**src/rtl/mul_defs_pkg.sv**
```systemverilog
// Shared definitions for the memory-mapped multiplier: register map,
// CTRL/STATUS bit positions and core state encodings.
package mul_defs;

  localparam logic [1:0] ADDR_OPA    = 2'd0;
  localparam logic [1:0] ADDR_OPB    = 2'd1;
  localparam logic [1:0] ADDR_CTRL   = 2'd2;
  localparam logic [1:0] ADDR_RESULT = 2'd3;

  localparam int CTRL_START    = 0;
  localparam int CTRL_SIGNED   = 1;
  localparam int CTRL_HI_SEL   = 2;
  localparam int CTRL_CLR_DONE = 3;

  localparam int STAT_BUSY   = 0;
  localparam int STAT_DONE   = 1;
  localparam int STAT_SIGNED = 2;
  localparam int STAT_HI_SEL = 3;

  typedef enum logic [1:0] {
    ST_IDLE = 2'd0,
    ST_RUN  = 2'd1,
    ST_FIX  = 2'd2
  } mul_state_e;

endpackage

```
**src/rtl/mul_core.sv**
```systemverilog
// Iterative shift-add multiplier: magnitude load, BITS_PER_CYCLE-wide
// accumulate per RUN cycle, then a single FIX cycle applying the sign.
module mul_core
  import mul_defs::*;
#(
  parameter int WIDTH          = 32,
  parameter int BITS_PER_CYCLE = 1
) (
  input  logic               clk,
  input  logic               reset,
  input  logic               start,
  input  logic               signed_mode,
  input  logic [WIDTH-1:0]   opa,
  input  logic [WIDTH-1:0]   opb,
  output logic               busy,
  output logic               fix_valid,
  output logic [2*WIDTH-1:0] product
);

  localparam int N  = WIDTH / BITS_PER_CYCLE;
  localparam int CW = $clog2(N + 1);
  localparam int PW = 2 * WIDTH;

  mul_state_e        state_q, state_d;
  logic [CW-1:0]     cnt_q, cnt_d;
  logic [PW-1:0]     acc_q, acc_d;
  logic [PW-1:0]     mcand_q, mcand_d;
  logic [WIDTH-1:0]  mplier_q, mplier_d;
  logic              neg_q, neg_d;

  logic [WIDTH-1:0]  mag_a, mag_b;
  logic [PW-1:0]     terms [BITS_PER_CYCLE];
  logic [PW-1:0]     step_sum;

  // Negating the most negative value yields 2^(WIDTH-1), which is exactly
  // the magnitude we want when the result is treated as unsigned.
  assign mag_a = (signed_mode && opa[WIDTH-1]) ? -opa : opa;
  assign mag_b = (signed_mode && opb[WIDTH-1]) ? -opb : opb;

  for (genvar gi = 0; gi < BITS_PER_CYCLE; gi++) begin : g_terms
    assign terms[gi] = mplier_q[gi] ? (mcand_q << gi) : '0;
  end

  always_comb begin
    step_sum = '0;
    for (int i = 0; i < BITS_PER_CYCLE; i++) begin
      step_sum = step_sum + terms[i];
    end
  end

  always_comb begin
    state_d  = state_q;
    cnt_d    = cnt_q;
    acc_d    = acc_q;
    mcand_d  = mcand_q;
    mplier_d = mplier_q;
    neg_d    = neg_q;
    case (state_q)
      ST_IDLE: begin
        if (start) begin
          state_d  = ST_RUN;
          cnt_d    = CW'(N);
          acc_d    = '0;
          mcand_d  = {{WIDTH{1'b0}}, mag_a};
          mplier_d = mag_b;
          neg_d    = signed_mode && (opa[WIDTH-1] ^ opb[WIDTH-1]);
        end
      end
      ST_RUN: begin
        acc_d    = acc_q + step_sum;
        mcand_d  = mcand_q << BITS_PER_CYCLE;
        mplier_d = mplier_q >> BITS_PER_CYCLE;
        cnt_d    = cnt_q - CW'(1);
        if (cnt_q == CW'(1)) state_d = ST_FIX;
      end
      ST_FIX:  state_d = ST_IDLE;
      default: state_d = ST_IDLE;
    endcase
  end

  always_ff @(posedge clk) begin
    if (reset) begin
      state_q  <= ST_IDLE;
      cnt_q    <= '0;
      acc_q    <= '0;
      mcand_q  <= '0;
      mplier_q <= '0;
      neg_q    <= 1'b0;
    end else begin
      state_q  <= state_d;
      cnt_q    <= cnt_d;
      acc_q    <= acc_d;
      mcand_q  <= mcand_d;
      mplier_q <= mplier_d;
      neg_q    <= neg_d;
    end
  end

  assign busy      = (state_q != ST_IDLE);
  assign fix_valid = (state_q == ST_FIX);
  assign product   = neg_q ? -acc_q : acc_q;

endmodule

```
**src/rtl/mul_periph.sv**
```systemverilog
// Bus-facing wrapper: operand/control/result registers, write decode and a
// combinational read mux around the iterative multiplier core.
module mul_periph
  import mul_defs::*;
#(
  parameter int WIDTH          = 32,
  parameter int BITS_PER_CYCLE = 1
) (
  input  logic             clk,
  input  logic             reset,
  input  logic             ce,
  input  logic             we,
  input  logic [1:0]       addr,
  input  logic [WIDTH-1:0] wdata,
  output logic [WIDTH-1:0] rdata,
  output logic             busy,
  output logic             done
);

  logic [WIDTH-1:0]   opa_q, opa_d;
  logic [WIDTH-1:0]   opb_q, opb_d;
  logic [2*WIDTH-1:0] result_q, result_d;
  logic               signed_q, signed_d;
  logic               hi_sel_q, hi_sel_d;
  logic               done_q, done_d;

  logic               wr, wr_ctrl, start;
  logic               core_busy, core_fix;
  logic [2*WIDTH-1:0] core_product;
  logic [WIDTH-1:0]   status;

  mul_core #(
    .WIDTH          (WIDTH),
    .BITS_PER_CYCLE (BITS_PER_CYCLE)
  ) u_core (
    .clk         (clk),
    .reset       (reset),
    .start       (start),
    .signed_mode (wdata[CTRL_SIGNED]),
    .opa         (opa_q),
    .opb         (opb_q),
    .busy        (core_busy),
    .fix_valid   (core_fix),
    .product     (core_product)
  );

  always_comb begin
    wr       = ce && we;
    wr_ctrl  = wr && (addr == ADDR_CTRL);
    start    = wr_ctrl && wdata[CTRL_START] && !core_busy;

    opa_d    = opa_q;
    opb_d    = opb_q;
    result_d = result_q;
    signed_d = signed_q;
    hi_sel_d = hi_sel_q;
    done_d   = done_q;

    if (wr && (addr == ADDR_OPA) && !core_busy) opa_d = wdata;
    if (wr && (addr == ADDR_OPB) && !core_busy) opb_d = wdata;
    if (wr_ctrl) hi_sel_d = wdata[CTRL_HI_SEL];
    if (start)   signed_d = wdata[CTRL_SIGNED];

    // Later assignments take priority: a start always leaves done cleared.
    if (wr_ctrl && wdata[CTRL_CLR_DONE]) done_d = 1'b0;
    if (core_fix) begin
      done_d   = 1'b1;
      result_d = core_product;
    end
    if (start) done_d = 1'b0;
  end

  always_ff @(posedge clk) begin
    if (reset) begin
      opa_q    <= '0;
      opb_q    <= '0;
      result_q <= '0;
      signed_q <= 1'b0;
      hi_sel_q <= 1'b0;
      done_q   <= 1'b0;
    end else begin
      opa_q    <= opa_d;
      opb_q    <= opb_d;
      result_q <= result_d;
      signed_q <= signed_d;
      hi_sel_q <= hi_sel_d;
      done_q   <= done_d;
    end
  end

  always_comb begin
    status              = '0;
    status[STAT_BUSY]   = core_busy;
    status[STAT_DONE]   = done_q;
    status[STAT_SIGNED] = signed_q;
    status[STAT_HI_SEL] = hi_sel_q;

    rdata = '0;
    if (ce) begin
      case (addr)
        ADDR_OPA:    rdata = opa_q;
        ADDR_OPB:    rdata = opb_q;
        ADDR_CTRL:   rdata = status;
        ADDR_RESULT: rdata = hi_sel_q ? result_q[2*WIDTH-1:WIDTH] : result_q[WIDTH-1:0];
        default:     rdata = '0;
      endcase
    end
  end

  assign busy = core_busy;
  assign done = done_q;

endmodule

```
**config.mk**
```make
export PLATFORM = sky130hd
export DESIGN_NAME = mul_periph
export DESIGN_NICKNAME = d
export VERILOG_FILES = /design/src/rtl/mul_defs_pkg.sv /design/src/rtl/mul_core.sv /design/src/rtl/mul_periph.sv
export SDC_FILE = /design/constraint.sdc
export NUM_CORES = 1
export LEC_CHECK = 0
export CAP_MARGIN = 20
export CORE_UTILIZATION = 50
export CTS_CLUSTER_DIAMETER = 60
export DETAILED_ROUTE_END_ITERATION = 16
export PLACE_DENSITY = 0.67
export RECOVER_POWER = 100
export SLEW_MARGIN = 10
export SYNTH_ARGS = -nofsm -noshare
export SYNTH_HDL_FRONTEND = slang
export SYNTH_HIERARCHICAL = 1
export SYNTH_SLANG_ARGS = --single-unit
```
**constraint.sdc**
```tcl
create_clock -name clk -period 4.72 [get_ports clk]
set_input_delay 0.708 -clock clk [delete_from_list [all_inputs] [get_ports clk]]
set_output_delay 0.708 -clock clk [all_outputs]
set_load 0.03 [all_outputs]
```
* Word level (Yosys, flattened, before mapping)
Cells that the tools add are included.
Word-level totals: memory bits (writable) 0, output and inout bits 34, register bits after elaboration 300, bits in latches 0, memories 0, input port bits 38, bits in read-only memories 0, logic and storage cells 68
Cells by class: add/sub/neg operators 5, bitwise gates (word level) 1, reductions and logical operators 22, multipliers 0, order comparisons 0, eq/ne operators 8, div/mod/pow operators 0, shift operators 0, mux-type cells 20
Operators by type and width (number):
- $mux W64 | 4
- $pmux W64 S2 | 2
- $mux W32 | 5
- $pmux W32 S4 | 1
- $add A64 B64 Y64 | 1
- $neg A32 Y32 | 2
- $neg A64 Y64 | 1
- $pmux W32 S2 | 1
- $logic_and A1 B1 Y1 | 12
- $pmux W6 S2 | 1
- $eq A2 B2 Y1 const B | 3
- $eq A6 B1 Y1 const B | 1
- $mux W6 | 1
- $reduce_and A2 Y1 | 3
- $reduce_bool A2 Y1 | 3
- $sub A6 B1 Y6 const B | 1
- $eq A2 B1 Y1 const B | 2
- $logic_not A2 Y1 | 2
- $mux W2 | 2
- $pmux W2 S2 | 1
- $mux W1 | 2
- $ne A2 B1 Y1 const B | 1
- $ne A2 B2 Y1 const B | 1
- $reduce_or A2 Y1 | 1
- 2 further kinds | 2

* Logic depth before layout (Yosys ltp)
Gate-level depths: netlist (run 1).
depth in word-level cells 6, depth in mapped cells 16, mapped depth without buffers 14

* Cells and area by module
The synthesis (run 1) kept the hierarchy.
Modules (own cells, without submodules):
- mul_core | times used 1, area each 12458.2 um^2, sequential area each 3383.2 um^2, cells each 1638
- mul_periph | times used 1, area each 6174.7 um^2, sequential area each 2622.5 um^2, cells each 610

* Worst setup path before layout (run 1)
Ideal clock, no wire load.
kind register to register, start register u_core.mplier_q[0], end register u_core.acc_q[56], arrival time 3.706 ns, path buffers 2, cell stages (with the launch flop) 17, path slack 0.897 ns, cells stage by stage dfxtp_1 > clkbuf_1 > clkbuf_1 > and2_1 > ha_1 > inv_1 > fa_1 > nor2b_1 > o21a_1 > a31o_2 > a211oi_1 > o31ai_1 > o31ai_1 > o41ai_1 > a21oi_1 > mux2i_1 > a32o_1
On the way: longest elaborated chain between the ends 3
Ends and longest elaborated chain:
- start: declaration | RTL line mul_core.sv:28 | logic [WIDTH-1:0] mplier_q, mplier_d;
- start signal: assignment | RTL line mul_core.sv:94 | mplier_q <= mplier_d;
- $mux W64 | RTL line mul_core.sv:41 | assign terms[gi] = mplier_q[gi] ? (mcand_q << gi) : '0;
- $add A64 B64 Y64 | RTL line mul_core.sv:70 | acc_d = acc_q + step_sum;
- $pmux W64 S2 | RTL line mul_core.sv:58 | case (state_q)
- end signal: assignment | RTL line mul_core.sv:85 | acc_q <= '0;
- end signal: assignment | RTL line mul_core.sv:92 | acc_q <= acc_d;
- end: declaration | RTL line mul_core.sv:26 | logic [PW-1:0] acc_q, acc_d;
No other way between the ends. A chain may end at the register's enable or synchronous reset.

* Worst setup path in the final report (run 1)
start input port ce, end register u_core.mplier_q[30]
On the way: longest elaborated chain between the ends 6
Ends and longest elaborated chain:
- start: declaration | RTL line mul_periph.sv:11 | input logic ce,
- $logic_and A1 B1 Y1 | RTL line mul_periph.sv:48 | wr = ce && we;
- $logic_and A1 B1 Y1 | RTL line mul_periph.sv:49 | wr_ctrl = wr && (addr == ADDR_CTRL);
- $logic_and A1 B1 Y1 (2 in a row) | RTL line mul_periph.sv:50 | start = wr_ctrl && wdata[CTRL_START] && !core_busy;
- named net start | RTL line mul_periph.sv:27 | logic wr, wr_ctrl, start;
- $ne A2 B2 Y1 (no line)
- $reduce_and A2 Y1 (no line)
The timed path passes the listed nets, and every way through them passes these cells.

==> run summary, run 1 <==
Die Area: 38000 um^2
Port Buffers: 71
Vias: 16500
Vias per cell: 6.03
Post-synthesis xor/xnor area fraction: 8.13%
Simple-gate share of the synthesized area: 20.4%
Metal2 WL: 23800 um
Slew Limit Fails: 310
Cells resized by post-CTS repair: 0
Most common cell after layout, fill and taps aside: dfxtp_1
Main synth FF type: dfxtp_1
Post-synthesis sequential area ratio: 32.2%
Final worst path period need: 4.44 ns
Outcome: finished with violations
Core area: 36600 um^2
CP Data Arrival Time: 4.89 ns
Worst Tran Pin Value: 3.04 ns
Pin count of the biggest net entering global routing: 84
Final worst slack: 0.283 ns
Wl on met1: 25400 um
CTS tree: done
FMAX: 0.225 GHz
Final Setup Violations: 0
Post-synthesis instance total: 2248
Combinational power share: 5.3%
Worst-path clk slew: 0.06 ns
Post-DP HPWL: 39300 um
Psw: 1.35 mW
Maximum VDD drop: 0.245 mV
Hold Path Class: register to register
Metal3 WL: 3490 um
Sw Ratio: 23.5%
Setup_tns: 0 ns
CTS Buffer Depth: 3
Critical path capture point type: register
Avg Inst Size Synth: 8.29 um^2
Mapped Area: 18600 um^2
TritonCTS buffer count: 37
Critical path data required time: 5.17 ns
Worst-Skew Late Latency: 0.55 ns
DRC: 0
Chip width: 195 um
P_leak: 8.12 nW
DP Worst Slack: 0.483 ns
Gr usage total: 28.1%
First-pass DRT Iterations: 7
Die Y-Extent: 195 um
Initial Util: 50.9%
Hold Crit Depth: 2
Commonest cells after routing, fill and taps aside: dfxtp_1, nand2_1, mux2i_1
Multi-input gate area: 11900 um^2
Setup CP Type: input pin to register
First-pass GRT wire length: 86000 um
Register area: 6010 um^2
Rows: 70
Largest family of logic cells by synthesized area: simple AND/OR/NAND/NOR gates
WL/cell: 19.8 um
Initial antenna violation count: 0
Ports: 72
Post-synthesis mux area share: 10.7%
Synth Area in Compound Gates: 20.1%
Syn Nets: 2355
Failing checks: max-capacitance violations, max-slew violations
CTS Root Buffer Type: clkbuf_16
Startpoint type of the worst setup path: input pin
Post-synth EDFFs: 0
Antenna Nets Post-Route: 0
Slew Limit Headroom: -102%
GRT overflow: 0
Post-CTS setup buffers: 0
PwrDens: 277 nW/um^2
N_diodes: 0
Nets@finish: 2354
Clock network power share: 50.0%
Register share of total power: 44.7%
Post-Route WL: 54200 um
Vias in the first global route: 15500
Adder-cell share of the synthesized area: 4.67%
Crit path max fanout: 33
Yosys reg bits: 300
Power Internal: 4.40 mW
Synthesis-to-layout area growth: 11.4%
Initial DRC Count: 1386
Max cap viols: 8
Fillers: 3383
Yosys warns: 6
Layout cells sized above 1: 6.16%
Final setup skew: 0.0275 ns
Final Wtd Congestion: 1.02
Unrepaired setup endpoints after global routing: false
Async S/R FF share, synth: 0%
Hold_ws: 0.464 ns
Fin. Hold Viols: 0
Final period util: 94.0%
Yosys cell types: 71
Final Cell Area: 20800 um^2
Htree depth: 2
Clock tree sinks: 300
Top sig layer: met4
Placed cell area: 19600 um^2
Hold buffers post-CTS: 0
R2R cell count: 15
power groups by stage:
| stage | registers [mW] | clock network [mW] | logic [mW] |
|---|---|---|---|
| 2_1_floorplan | 2.62 | 0 | 0.200 |
| 3_3_place_gp | 2.63 | 0 | 0.300 |
| 3_5_place_dp | 2.63 | 0 | 0.304 |
| 4_1_cts | 2.57 | 2.92 | 0.305 |
| 5_1_grt | 2.57 | 3.02 | 0.327 |
| 6_report | 2.57 | 2.88 | 0.305 |
state kept, by name, indices dropped and copies added (netlist names):
name and cells:
result_q 64, u_core/acc_q 64, u_core/mcand_q 64, opa_q 32, opb_q 32, u_core/mplier_q 32, u_core/cnt_q 6, u_core/state_q 2
done 1, hi_sel_q 1, signed_q 1, u_core/neg_q 1
per-layer routing:
metal	GRT usage, %	vias up
met5	0	-
met4	8.84	0
met3	5.04	86
met2	43.1	510
met1	39.9	7885
li1	-	8042
cell families after synthesis:
| logic type | after synthesis |
|---|---|
| and+or+nand+nor | 749 |
| adders and majority gates | 69 |
| xor gates and xnor gates | 173 |
| buffers and inverters | 174 |
| DFF | 300 |
| muxes | 195 |
| AOI/OAI and AO/OA | 588 |
through the flow:
stage                     util (%)  power (mW)  std cells
after global routing          56.7        5.92       2742
after global placement        53.6        2.93       2675
after detailed placement      53.6        2.93       2675
after CTS                     57.0        5.80       2741
after floorplan                  -        2.82       2248
final                         56.7        5.75       2742
final timing paths:
check,start,to,slack [ns]
max,ce,u_core/mplier_q[30],0.28
min,u_core/mplier_q[3],u_core/mplier_q[2],0.46
max reg2reg,u_core/mplier_q[0],u_core/acc_q[56],0.29
min reg2reg,u_core/mplier_q[3],u_core/mplier_q[2],0.46
critical path, cell delays in order:
cell and delay [ns]:
dlygate4sd3_1 0.77, nand4b_1 0.27, nor3b_1 0.13, and2_0 0.21
nor2_1 1.65, clkbuf_2 0.79, a22oi_1 0.15, a21oi_1 0.18
cell type report:
type,count,area share (%)
Multi-Input combinational cell,1774,57.4
Sequential cell,300,28.9
Clock buffer,55,5.18
Timing Repair Buffer,105,4.45
Tap cell,468,2.82
Clock inverter,11,0.711
Inverter,29,0.524
cell usage after synthesis, types with 12 or more instances:
| library cell | instances | area [um^2] |
|---|---|---|
| nand4_1 | 16 | 100 |
| nand3_1 | 53 | 265 |
| clkbuf_1 | 110 | 413 |
| or3_1 | 14 | 87.6 |
| and3_1 | 12 | 75.1 |
| nor2b_1 | 15 | 93.8 |
| and2_1 | 100 | 626 |
| nor2_1 | 143 | 537 |
| o41ai_1 | 16 | 140 |
| inv_1 | 29 | 109 |
| a22o_1 | 35 | 307 |
| nand2_1 | 210 | 788 |
| ha_1 | 68 | 851 |
| a22oi_1 | 59 | 443 |
| a21oi_1 | 187 | 936 |
| nand2b_1 | 102 | 638 |
| o22ai_1 | 30 | 188 |
| nor3_1 | 29 | 145 |
| xnor2_1 | 119 | 1040 |
| mux2i_1 | 188 | 1880 |
| buf_2 | 15 | 75.1 |
| xor2_1 | 54 | 473 |
| a31oi_1 | 13 | 81.3 |
| buf_1 | 12 | 45.0 |
| dfxtp_1 | 300 | 6010 |
| or4_1 | 18 | 135 |
| o21ai_0 | 119 | 596 |
| o31ai_1 | 32 | 240 |
| a21o_1 | 39 | 293 |
Power figures use the tool's default switching activity.
==> run 2, diff against run 1 <==
--- a/config.mk
+++ b/config.mk
@@ -6,6 +6,7 @@
 export NUM_CORES = 1
 export LEC_CHECK = 0
 export CAP_MARGIN = 20
+export CORE_ASPECT_RATIO = 0.8
 export CORE_UTILIZATION = 50
 export CTS_CLUSTER_DIAMETER = 60
 export DETAILED_ROUTE_END_ITERATION = 16
==> run 2 against run 1 <==
The run still ends with max-capacitance violations, max-slew violations left; total power is 0.71% higher; sequential power is essentially flat; largest power group unchanged; clock power increased by 1%; hold slack worse by 0.0027 ns; setup slack got worse by 0.20 ns; routed wire length grew 2.1%; critical path depth up 4; non-clock buffer count shrank 2; clock-buffer cell count shrank 8; critical endpoint is now u_core/acc_q[56]; final cell count grew 0.26%; first-iteration DRC count is 6.3% higher; core utilization grew 0.15 points.
==> run summary, run 2 (synthesized netlist as in run 1, its figures left out) <==
Final Setup Violations: 0
Final Wtd Congestion: 1.01
Htree depth: 2
Initial DRC Count: 1473
CP Data Arrival Time: 5.06 ns
Commonest cells after routing, fill and taps aside: dfxtp_1, nand2_1, mux2i_1
Outcome: finished with violations
Hold buffers post-CTS: 0
P_leak: 8.09 nW
GRT overflow: 0
Chip width: 218 um
Nets@finish: 2351
Setup CP Type: register to register
Core area: 36300 um^2
WL/cell: 20.1 um
Vias in the first global route: 15500
Final worst path period need: 4.64 ns
N_diodes: 0
Worst Tran Pin Value: 2.06 ns
PwrDens: 281 nW/um^2
Initial antenna violation count: 0
CTS Buffer Depth: 3
Failing checks: max-capacitance violations, max-slew violations
Most common cell after layout, fill and taps aside: dfxtp_1
Gr usage total: 28.8%
Register area: 6010 um^2
Synthesis-to-layout area growth: 10.8%
CTS Root Buffer Type: clkbuf_16
Port Buffers: 71
Setup_tns: 0 ns
Worst-path clk slew: 0.06 ns
Ports: 72
Post-Route WL: 55300 um
Fillers: 3370
Clock tree sinks: 300
Vias: 16800
Hold_ws: 0.462 ns
Largest regs: result_q (64), u_core/acc_q (64), u_core/mcand_q (64)
DRC: 0
Startpoint type of the worst setup path: register
Maximum VDD drop: 0.284 mV
FMAX: 0.216 GHz
Post-DP HPWL: 40600 um
Critical path capture point type: register
Post-CTS setup buffers: 0
CTS tree: done
Slew Limit Headroom: -37.5%
Unrepaired setup endpoints after global routing: false
Die Area: 38000 um^2
Hold Path Class: register to register
Critical path data required time: 5.14 ns
Multi-input gate area: 11900 um^2
Vias per cell: 6.10
Final setup skew: 0.0292 ns
First-pass DRT Iterations: 5
Worst-Skew Late Latency: 0.54 ns
First-pass GRT wire length: 87700 um
Crit path max fanout: 62
Fin. Hold Viols: 0
Antenna Nets Post-Route: 0
Final cell count without fillers: 2749
Rows: 62
Layout cells sized above 1: 5.64%
Max cap viols: 4
Final period util: 98.3%
Cell Count Post-Placement: 2685
Final worst slack: 0.0808 ns
Pin count of the biggest net entering global routing: 99
DP Worst Slack: 0.311 ns
TritonCTS buffer count: 36
Die Y-Extent: 175 um
Initial Util: 51.3%
Cells resized by post-CTS repair: 0
Slew Limit Fails: 132
[run 2: cell types whose count changed in the layout (fill, tap and decap cells not counted), sizes merged]
cell	previous run	this run
buf	48	37
inv	29	32
bufinv	3	4
clkbuf	71	72
clkdlybuf4s50	33	34
clkinv	7	8
dlygate4sd3	8	7
[run 2: critical path, cell delays in order, from the launching register on]
cell      delay [ns]
dfxtp_1         0.35
buf_4           0.47
and2_0          0.21
ha_1            0.25
and4_1          0.29
nor2b_1         0.16
a211oi_1        0.12
o31ai_1         0.67
o31ai_1         0.24
o41ai_1         1.04
a21oi_1         0.27
mux2i_1         0.19
a32o_1          0.26
[run 2: power by group]
group          internal, mW  switching, mW  total (mW)  leakage, nW
clock                  1.76           1.16        2.92        0.614
sequential             2.55         0.0253        2.57         2.42
combinational         0.110          0.188       0.298         5.05
total                  4.42           1.38        5.79         8.09
[run 2: final timing paths]
check	start	to	slack (ns)	cells past startpoint
max	u_core/mplier_q[0]	u_core/acc_q[56]	0.08	12
max reg2reg	u_core/mplier_q[0]	u_core/acc_q[56]	0.08	12
min reg2reg	u_core/mplier_q[31]	u_core/mplier_q[31]	0.46	2
min	u_core/mplier_q[31]	u_core/mplier_q[31]	0.46	2
[run 2: area by class of cell]
type / count / share of cell area [%]
sequential: 300 / 29.1
clock buffer: 47 / 4.96
tap: 480 / 2.91
inverter: 29 / 0.527
timing repair buffer: 103 / 3.89
multi-input combinational: 1774 / 57.6
clock inverter: 16 / 1.05
[run 2: stage by stage]
| step | power [mW] | utilization (%) | instance area, um^2 |
|---|---|---|---|
| detailed placement | 2.93 | 53.9 | 19600 |
| global route | 5.96 | 56.9 | 20600 |
| finish | 5.79 | 56.9 | 20600 |
| CTS | 5.84 | 57.3 | 20800 |
| floorplan | 2.82 | - | 18600 |
| global placement | 2.92 | 53.9 | 19600 |
[run 2: layer usage]
metal  track usage [%]  share of wire [%]
met2              41.3                 41
met1              43.9                 49
met4              7.11                2.0
met5                 0                  0
met3              4.86                8.3
